`src/rtl/aeonic_spi_master_pkg.sv`:
```
// ---------------------------------------------------------------------------
// aeonic_spi_master_pkg
// Shared definitions for the aeonic serial-SRAM SPI master:
//   - state_t      : controller state encoding (IDLE=0, SHIFT=1, END=2)
//   - DEF_*_CMD    : default 23LC-style opcodes (READ 0x03, WRITE 0x02)
//   - PHASE_COUNT  : SCLK half-periods per transaction (32 bits x 2 phases)
//   - build_frame  : assembles the 32-bit outgoing frame {cmd, addr, data}
// ---------------------------------------------------------------------------
package aeonic_spi_master_pkg;

    typedef enum logic [1:0] {
        ST_IDLE  = 2'd0,
        ST_SHIFT = 2'd1,
        ST_END   = 2'd2
    } state_t;

    localparam logic [7:0] DEF_READ_CMD  = 8'h03;
    localparam logic [7:0] DEF_WRITE_CMD = 8'h02;

    localparam int         PHASE_COUNT = 64;
    localparam logic [5:0] LAST_PHASE  = 6'(PHASE_COUNT - 1);

    // Reads carry a don't-care data byte; it is driven as zero.
    function automatic logic [31:0] build_frame(
        input logic [7:0]  cmd,
        input logic [15:0] addr,
        input logic [7:0]  wdata,
        input logic        we
    );
        return {cmd, addr, (we ? wdata : 8'h00)};
    endfunction

endpackage

```
`src/rtl/aeonic_spi_master.sv`:
```
// ---------------------------------------------------------------------------
// aeonic_spi_master
// Byte-wide serial-SRAM controller. Each accepted request becomes one SPI
// mode-0 transaction: 8-bit opcode, 16-bit address, 8-bit data, MSB first,
// with SCLK at clk/2. One request is handled at a time.
//
// Ports:
//   clk, rst     : system clock (rising edge), async active-high reset
//   req          : request; accepted on a clock edge where req && ready
//   we/addr/wdata: captured at the accept edge (1 = write, 0 = read)
//   ready        : high only while IDLE
//   rdata        : last read byte, held until the next read completes
//   rdata_valid  : one-cycle pulse when rdata updates (reads only)
//   done         : one-cycle pulse at the end of every transaction
//   n_ss,sclk,mosi: SPI pins, all straight from flops
//   miso         : SPI serial input
//   dbg_state    : current controller state, for observation only
//
// Handshake: a transfer happens on a rising clk edge where req and ready are
// both high. req while ready is low is ignored, never queued; the requester
// keeps req high until it sees ready. Inputs are only looked at on that edge.
// ---------------------------------------------------------------------------
module aeonic_spi_master
    import aeonic_spi_master_pkg::*;
#(
    parameter logic [7:0] READ_CMD  = DEF_READ_CMD,
    parameter logic [7:0] WRITE_CMD = DEF_WRITE_CMD
) (
    input  logic        clk,
    input  logic        rst,
    input  logic        req,
    input  logic        we,
    input  logic [15:0] addr,
    input  logic [7:0]  wdata,
    output logic        ready,
    output logic [7:0]  rdata,
    output logic        rdata_valid,
    output logic        done,
    output logic        n_ss,
    output logic        sclk,
    output logic        mosi,
    input  logic        miso,
    output state_t      dbg_state
);

    state_t      r_state;
    logic [5:0]  r_cnt;
    logic [31:0] r_shift;
    logic        r_we;
    logic        r_n_ss;
    logic        r_sclk;
    logic [7:0]  r_rdata;
    logic        r_rdata_valid;
    logic        r_done;

    logic [31:0] w_frame;
    logic [31:0] w_shift_next;

    assign w_frame      = build_frame(we ? WRITE_CMD : READ_CMD, addr, wdata, we);
    assign w_shift_next = {r_shift[30:0], miso};

    always_ff @(posedge clk or posedge rst) begin
        if (rst) begin
            r_state       <= ST_IDLE;
            r_cnt         <= 6'd0;
            r_shift       <= 32'd0;
            r_we          <= 1'b0;
            r_n_ss        <= 1'b1;
            r_sclk        <= 1'b0;
            r_rdata       <= 8'h00;
            r_rdata_valid <= 1'b0;
            r_done        <= 1'b0;
        end else begin
            case (r_state)
                ST_IDLE: begin
                    r_done        <= 1'b0;
                    r_rdata_valid <= 1'b0;
                    if (req) begin
                        r_shift <= w_frame;
                        r_we    <= we;
                        r_cnt   <= 6'd0;
                        r_n_ss  <= 1'b0;
                        r_sclk  <= 1'b0;
                        r_state <= ST_SHIFT;
                    end
                end

                ST_SHIFT: begin
                    r_cnt <= r_cnt + 6'd1;
                    if (!r_cnt[0]) begin
                        // Even phase ends: raise SCLK, MOSI holds.
                        r_sclk <= 1'b1;
                    end else begin
                        // Odd phase ends: sample MISO, shift, drop SCLK.
                        r_sclk <= 1'b0;
                        if (r_cnt == LAST_PHASE) begin
                            // Clearing the shifter parks MOSI (its MSB) low
                            // for END and IDLE.
                            r_shift <= 32'd0;
                            r_n_ss  <= 1'b1;
                            r_done  <= 1'b1;
                            r_state <= ST_END;
                            if (!r_we) begin
                                r_rdata       <= w_shift_next[7:0];
                                r_rdata_valid <= 1'b1;
                            end
                        end else begin
                            r_shift <= w_shift_next;
                        end
                    end
                end

                ST_END: begin
                    r_done        <= 1'b0;
                    r_rdata_valid <= 1'b0;
                    r_cnt         <= 6'd0;
                    r_state       <= ST_IDLE;
                end

                default: begin
                    r_state <= ST_IDLE;
                end
            endcase
        end
    end

    // MOSI is the shifter MSB directly, so it only moves on the edge that
    // ends an odd phase, i.e. while SCLK is going low.
    assign mosi        = r_shift[31];
    assign n_ss        = r_n_ss;
    assign sclk        = r_sclk;
    assign rdata       = r_rdata;
    assign rdata_valid = r_rdata_valid;
    assign done        = r_done;
    assign ready       = (r_state == ST_IDLE);
    assign dbg_state   = r_state;

endmodule

```
`config.mk`:
```
export PLATFORM = sky130hd
export DESIGN_NAME = aeonic_spi_master
export DESIGN_NICKNAME = d
export VERILOG_FILES = /design/src/rtl/aeonic_spi_master_pkg.sv /design/src/rtl/aeonic_spi_master.sv
export SDC_FILE = /design/constraint.sdc
export NUM_CORES = 1
export LEC_CHECK = 0
export BUFFER_PORTS_ARGS = -buffer_cell sky130_fd_sc_hd__buf_4
export CAP_MARGIN = 5
export CORE_AREA = 2 2 73 75
export CTS_BUF_LIST = sky130_fd_sc_hd__clkbuf_8
export DETAILED_ROUTE_END_ITERATION = 12
export DIE_AREA = 0 0 75 77
export GPL_TIMING_DRIVEN = 0
export PLACE_DENSITY = 0.8
export SYNTH_ARGS = -nofsm -noshare
export SYNTH_HDL_FRONTEND = slang
export SYNTH_SLANG_ARGS = --single-unit
```
`constraint.sdc`:
```
create_clock -name clk -period 2.3 [get_ports clk]
set_input_delay 0.115 -clock clk [delete_from_list [all_inputs] [get_ports clk]]
set_output_delay 0.115 -clock clk [all_outputs]
set_load 0.02 [all_outputs]
```
==> results of run 1 <==
==> metrics by stage <==
step	hold WS [ps]	util, %
floorplan	253.2	-
global placement	364.1	60.91
detailed placement	130.4	61.31
CTS	47.78	63.60
global route	50.99	63.60
finish	58.38	63.60
==> cell families after synthesis <==
| logic type | count (synthesis) | share of synthesized area [%] |
|---|---|---|
| AOI/OAI and AO/OA | 106 | 29.36 |
| DFF | 53 | 50.64 |
| xor gates and xnor gates | 1 | 0.3342 |
| buffers and inverters | 35 | 5.346 |
| and+or+nand+nor | 47 | 9.213 |
| muxes | 11 | 4.630 |
| adders and majority gates | 1 | 0.4773 |
==> final cells by class <==
cell class / count / area (um2)
well taps: 70 / 87.58
clock buffers: 5 / 68.82
plain buffers: 26 / 106.4
inverters: 9 / 33.78
repair buffers: 45 / 352.8
multi-input cells: 166 / 1154
clock inverters: 2 / 35.03
flip-flops and latches: 53 / 1328
fillers: 434 / 1812
==> critical path: stages, from the launching register on <==
cell and delay (ps):
dfrtp_1 410, ha_1 260, nand3_2 200, nor4_4 680
mux2_2 410
==> cell usage after synthesis (2+ instances only) <==
| cell | n |
|---|---|
| mux2_2 | 9 |
| mux2i_1 | 2 |
| a211oi_1 | 18 |
| o31ai_1 | 7 |
| dfrtp_1 | 52 |
| a2bb2oi_1 | 17 |
| or2_2 | 2 |
| and2_1 | 3 |
| nand2b_1 | 2 |
| nor3_1 | 3 |
| inv_1 | 9 |
| clkbuf_1 | 17 |
| buf_1 | 2 |
| o211ai_1 | 17 |
| a22o_1 | 2 |
| o21ai_0 | 10 |
| o21a_1 | 3 |
| buf_2 | 7 |
| nor2b_1 | 3 |
| nand2_1 | 21 |
| nor2_1 | 5 |
| o32a_1 | 8 |
| a21oi_1 | 18 |
| nand3_1 | 3 |
==> placed cells by master, fill, tap and decap left out, types with 5 or more instances in the layout <==
| master | instances |
|---|---|
| a211oi_1 | 18 |
| a21oi_1 | 18 |
| a2bb2oi_1 | 17 |
| buf_2 | 7 |
| buf_4 | 43 |
| clkbuf_1 | 17 |
| clkbuf_8 | 5 |
| dfrtp_1 | 52 |
| inv_1 | 8 |
| mux2_2 | 9 |
| nand2_1 | 21 |
| nor2_1 | 5 |
| o211ai_1 | 17 |
| o21ai_0 | 10 |
| o31ai_1 | 7 |
| o32a_1 | 8 |
==> per-layer routing <==
metal,track usage [%],up-vias,wire length (um)
li1,-,1058,-
met1,32.32,1098,2801
met2,34.91,61,2817
met3,5.256,9,309
met4,7.679,0,74
met5,0,-,0
==> sequential cells by signal (all words and copies together) (netlist names) <==
name,cells
sclk,1
dbg_state,2
r_we,1
done,1
r_shift,32
rdata,8
r_cnt,6
rdata_valid,1
n_ss,1
==> worst max path at each step <==
stage	startpoint	end	slack [ps]
final	r_cnt[1]$_DFFE_PP0P_	rdata[5]$_DFFE_PP0P_	220
after global routing	r_cnt[1]$_DFFE_PP0P_	rdata[5]$_DFFE_PP0P_	160
after CTS	r_cnt[1]$_DFFE_PP0P_	rdata[5]$_DFFE_PP0P_	230
after detailed placement	r_cnt[0]$_DFFE_PP0P_	rdata[5]$_DFFE_PP0P_	260
after global placement	rst	rdata[6]$_DFFE_PP0P_	180
after floorplan	r_cnt[1]$_DFFE_PP0P_	rdata[0]$_DFFE_PP0P_	590
==> report_power, final <==
part / total (mW) / internal [mW] / switching (mW)
registers: 1.55 / 1.30 / 0.250
logic: 1.81 / 0.853 / 0.958
clock network: 0.619 / 0.317 / 0.302
total: 3.98 / 2.47 / 1.51
==> impl_metrics.yaml, run 1 <==
worst_hold_path:
  hold_depth: 2
  min_to: "rdata[0]$_DFFE_PP0P_"
  hold_class: "input port to flip-flop"
  min_from: "miso"
clock_tree:
  clockBufferDepth: 2
  htreeDepth: 2
  clk_pin_slew_ps: 100
  numCtsBuffers: 5
  cts_resized: 0
  root_buffer: "clkbuf_8"
  clock_sinks: 53
  ctsHoldBuffers: 1
  insertion_delay_ps: 310
  post-cts-setup-buffers: 0
  cts_tree: "done"
timing:
  skew_ps: 11.65
  setup_ws_ps: 220.1
  setup_tns_ps: 0
  post-route-period-util_pct: 90.43
  max_slew_margin_pct: 52.71
  worstMarginPinSlew_ps: 689.6
  rsz0062_at_grt: "no"
  finalHoldViolCount: 0
  min_period_ps: 2080
  max_clock_freq_mhz: 480.8
  setup_viol: 0
  slew_viol_final: 0
grt:
  grt_pass1_vias: 2305
  antenna_found_initial: 0
  grt_usage_pct: 23.00
  grt_max_degree: 38
  grt_pass1_wl_um: 10450
  grt_overflow: 0
yosys:
  ys_ff_latch: 53
  synth_edf_count: 0
  yosysWarnings: 0
  synth_cell_types: 38
  syn_area_per_cell_um2: 10.32
  synth_top_area_cell: "dfrtp_1"
  ys_seq_area_share_pct: 50.64
  synth_cells: 254
  synth.cell_area_um2: 2621
  synthFlopType: "dfrtp_1"
  synth_top_area_share_pct: 49.64
  synth_fp_nets: 284
  async_reset_ff_share_pct: 100.0
  yosys-top-cells-area: "dfrtp_1 (50%), a2bb2oi_1 (5.7%), a211oi_1 (5.2%)"
power_and_ir_drop:
  pwr_density_cell_nw_per_um2: 1259
  ir_worst_vdd_mv: 0.6066
  p_leak_nw: 1.353
  power_mw: 3.984
floorplan:
  die_h_um: 77
  die_w_um: 75
  die_area_um2: 5775
  rows: 26
  core_um2: 4977
  initial_core_util_pct: 52.66
  ios: 45
final_layout:
  stdcell_count: 376
  syn_to_final_growth_pct: 20.76
  fin_nets: 336
  final_cell_area_um2: 3166
  drive_above_1_share_pct: 23.86
  antenna_cells: 0
drt:
  vias: 2226
  ant_nets: 0
  drc: 0
  viasPerCell: 5.920
  wirelength_um: 6003
  drtPass1Iterations: 4
  wl_per_cell_um: 15.97
  drt_iter0_drc: 80
critical_path:
  r2r_end: "rdata[5]$_DFFE_PP0P_"
  endpoint_kind: "flip-flop"
  r2r_setup_slack_ps: 220
  arrival_ps: 2270
  startpoint_type: "flip-flop"
  worstPathMaxFanout: 8
  path_class: "flip-flop to flip-flop"
  crit_required_ps: 2490
  rr_worst_depth: 4
  reg2reg_from: "r_cnt[1]$_DFFE_PP0P_"
placed_design:
  place_congestion: 0.8140
  dp_cells: 368
  port_buffers: 43
  post_dp_cell_area_um2: 3052
  place_ws_ps: 264.6
  dp_hpwl_um: 4183
run_status:
  status: "finished clean"
run:
  max_cap_violations: 0
No activity file was read; power rests on OpenSTA's default activity.
==> run 2: changes to the inputs <==
--- a/config.mk
+++ b/config.mk
@@ -12,7 +12,7 @@
 export DETAILED_ROUTE_END_ITERATION = 12
 export DIE_AREA = 0 0 75 77
 export GPL_TIMING_DRIVEN = 0
-export PLACE_DENSITY = 0.8
+export PLACE_DENSITY = 0.77
 export SYNTH_ARGS = -nofsm -noshare
 export SYNTH_HDL_FRONTEND = slang
 export SYNTH_SLANG_ARGS = --single-unit
==> constraint.sdc (replaced) <==
create_clock -name clk -period 2.1 [get_ports clk]
set_input_delay 0.105 -clock clk [delete_from_list [all_inputs] [get_ports clk]]
set_output_delay 0.105 -clock clk [all_outputs]
set_load 0.02 [all_outputs]
==> impl_metrics.yaml, run 2 (same netlist as run 1, synthesis figures left out) <==
final_layout:
  drive_above_1_share_pct: 24.76
  largest-register: "r_shift"
  largest_reg_flops: 32
  final_cell_mix: "dfrtp_1 (52), buf_4 (43), nand2_1 (21), a21oi_1 (18), a211oi_1 (18)"
  stdcell_count: 377
  layout_commonest_cell: "dfrtp_1"
  fin_nets: 336
  final_cell_area_um2: 3158
  syn_to_final_growth_pct: 20.48
  antenna_cells: 0
  fillers: 435
  fin_util_pct: 63.45
run_status:
  status: "finished clean"
placed_design:
  dp_cells: 368
  post_dp_cell_area_um2: 3052
  place_congestion: 0.8127
  dp_hpwl_um: 4243
  place_ws_ps: 80.42
  port_buffers: 43
floorplan:
  ios: 45
  die_w_um: 75
  rows: 26
  core_um2: 4977
  die_area_um2: 5775
  initial_core_util_pct: 52.66
  die_h_um: 77
critical_path:
  slowest_stage: "nor4_4"
  rr_worst_depth: 4
  endpoint_kind: "flip-flop"
  path_class: "flip-flop to flip-flop"
  worstPathMaxFanout: 8
  crit_required_ps: 2300
  r2r_setup_slack_ps: 250
  reg2reg_from: "r_cnt[1]$_DFFE_PP0P_"
  arrival_ps: 2050
  r2r_end: "rdata[6]$_DFFE_PP0P_"
  cp.buffers_inverters: 0
  crit_family: "simple AND/OR/NAND/NOR gates"
  max_stage_delay_ps: 520
  path_cells: "ha_1 -> nand3_2 -> nor4_4 -> mux2_2"
  startpoint_type: "flip-flop"
grt:
  antenna_found_initial: 0
  grt_usage_pct: 23.36
  grt_overflow: 0
  grt_max_degree: 40
  grt_pass1_wl_um: 10560
  grt_pass1_vias: 2147
timing:
  max_clock_freq_mhz: 540.3
  setup_viol: 0
  setup_ws_ps: 249.1
  setup_tns_ps: 0
  min_period_ps: 1851
  worstMarginPinSlew_ps: 634.0
  finalHoldViolCount: 0
  max_slew_margin_pct: 57.42
  slew_viol_final: 0
  post-route-period-util_pct: 88.14
  skew_ps: 8.182
  rsz0062_at_grt: "no"
  whs_ps: 38.84
worst_hold_path:
  min_to: "rdata[0]$_DFFE_PP0P_"
  min_from: "miso"
  hold_class: "input port to flip-flop"
  hold_depth: 2
drt:
  drt_iter0_drc: 130
  drtPass1Iterations: 4
  drc: 0
  ant_nets: 0
  viasPerCell: 5.883
  wl_per_cell_um: 16.15
  vias: 2218
  wirelength_um: 6087
power_and_ir_drop:
  pwr_density_cell_nw_per_um2: 1359
  ir_worst_vdd_mv: 0.6214
  power_mw: 4.293
  p_leak_nw: 1.338
clock_tree:
  clk_pin_slew_ps: 100
  post-cts-setup-buffers: 0
  insertion_delay_ps: 310
  htreeDepth: 2
  root_buffer: "clkbuf_8"
  clock_sinks: 53
  clockBufferDepth: 2
  cts_tree: "done"
  numCtsBuffers: 5
run:
  max_cap_violations: 0
-- run 2: cell types whose count changed in the layout (fill, tap and decap cells not counted), sizes merged --
| cell | previous run | this run |
|---|---|---|
| clkinvlp | 0 | 1 |
| inv | 9 | 10 |
| bufinv | 1 | 0 |
-- run 2: metal layers --
| metal | part of all wire, % | global-route usage [%] |
|---|---|---|
| met2 | 48 | 35.88 |
| met1 | 45 | 33.94 |
| met4 | 1.1 | 5.357 |
| met3 | 6.1 | 4.862 |
| met5 | 0 | 0 |
-- run 2: worst max-delay path by stage --
stage | startpoint | to | slack [ps] | cells after the start
after floorplan | r_cnt[1]$_DFFE_PP0P_ | rdata[0]$_DFFE_PP0P_ | 390 | 4
after global placement | rst | done$_DFFE_PP0P_ | -3 | 2
after detailed placement | r_cnt[1]$_DFFE_PP0P_ | rdata[3]$_DFFE_PP0P_ | 80 | 4
after CTS | r_cnt[1]$_DFFE_PP0P_ | rdata[6]$_DFFE_PP0P_ | 70 | 4
after global routing | r_cnt[1]$_DFFE_PP0P_ | rdata[7]$_DFFE_PP0P_ | 70 | 4
final | r_cnt[1]$_DFFE_PP0P_ | rdata[6]$_DFFE_PP0P_ | 250 | 4
-- run 2: area by class of cell --
class,instances,area (um2),share of cell area [%]
plain buffers,26,106.4,3.368
flip-flops and latches,53,1328,42.04
inverters,9,33.78,1.070
repair buffers,45,352.8,11.17
clock inverters,3,21.27,0.6735
clock buffers,5,68.82,2.179
multi-input cells,166,1160,36.73
well taps,70,87.58,2.773
-- run 2: repair_timing --
item,in CTS,in global routing
setup endpoints to repair,0,26
endpoints found under the hold margin,14,0
resized for setup,0,2
hold buffers,1,0
-- run 2: report_power, final --
| group | switching, mW | internal (mW) | total (mW) | leakage [nW] |
|---|---|---|---|---|
| Sequential | 0.276 | 1.43 | 1.70 | 0.605 |
| Combinational | 1.06 | 0.940 | 2.00 | 0.688 |
| Clock | 0.351 | 0.238 | 0.589 | 0.0445 |
| Total | 1.69 | 2.60 | 4.29 | 1.34 |
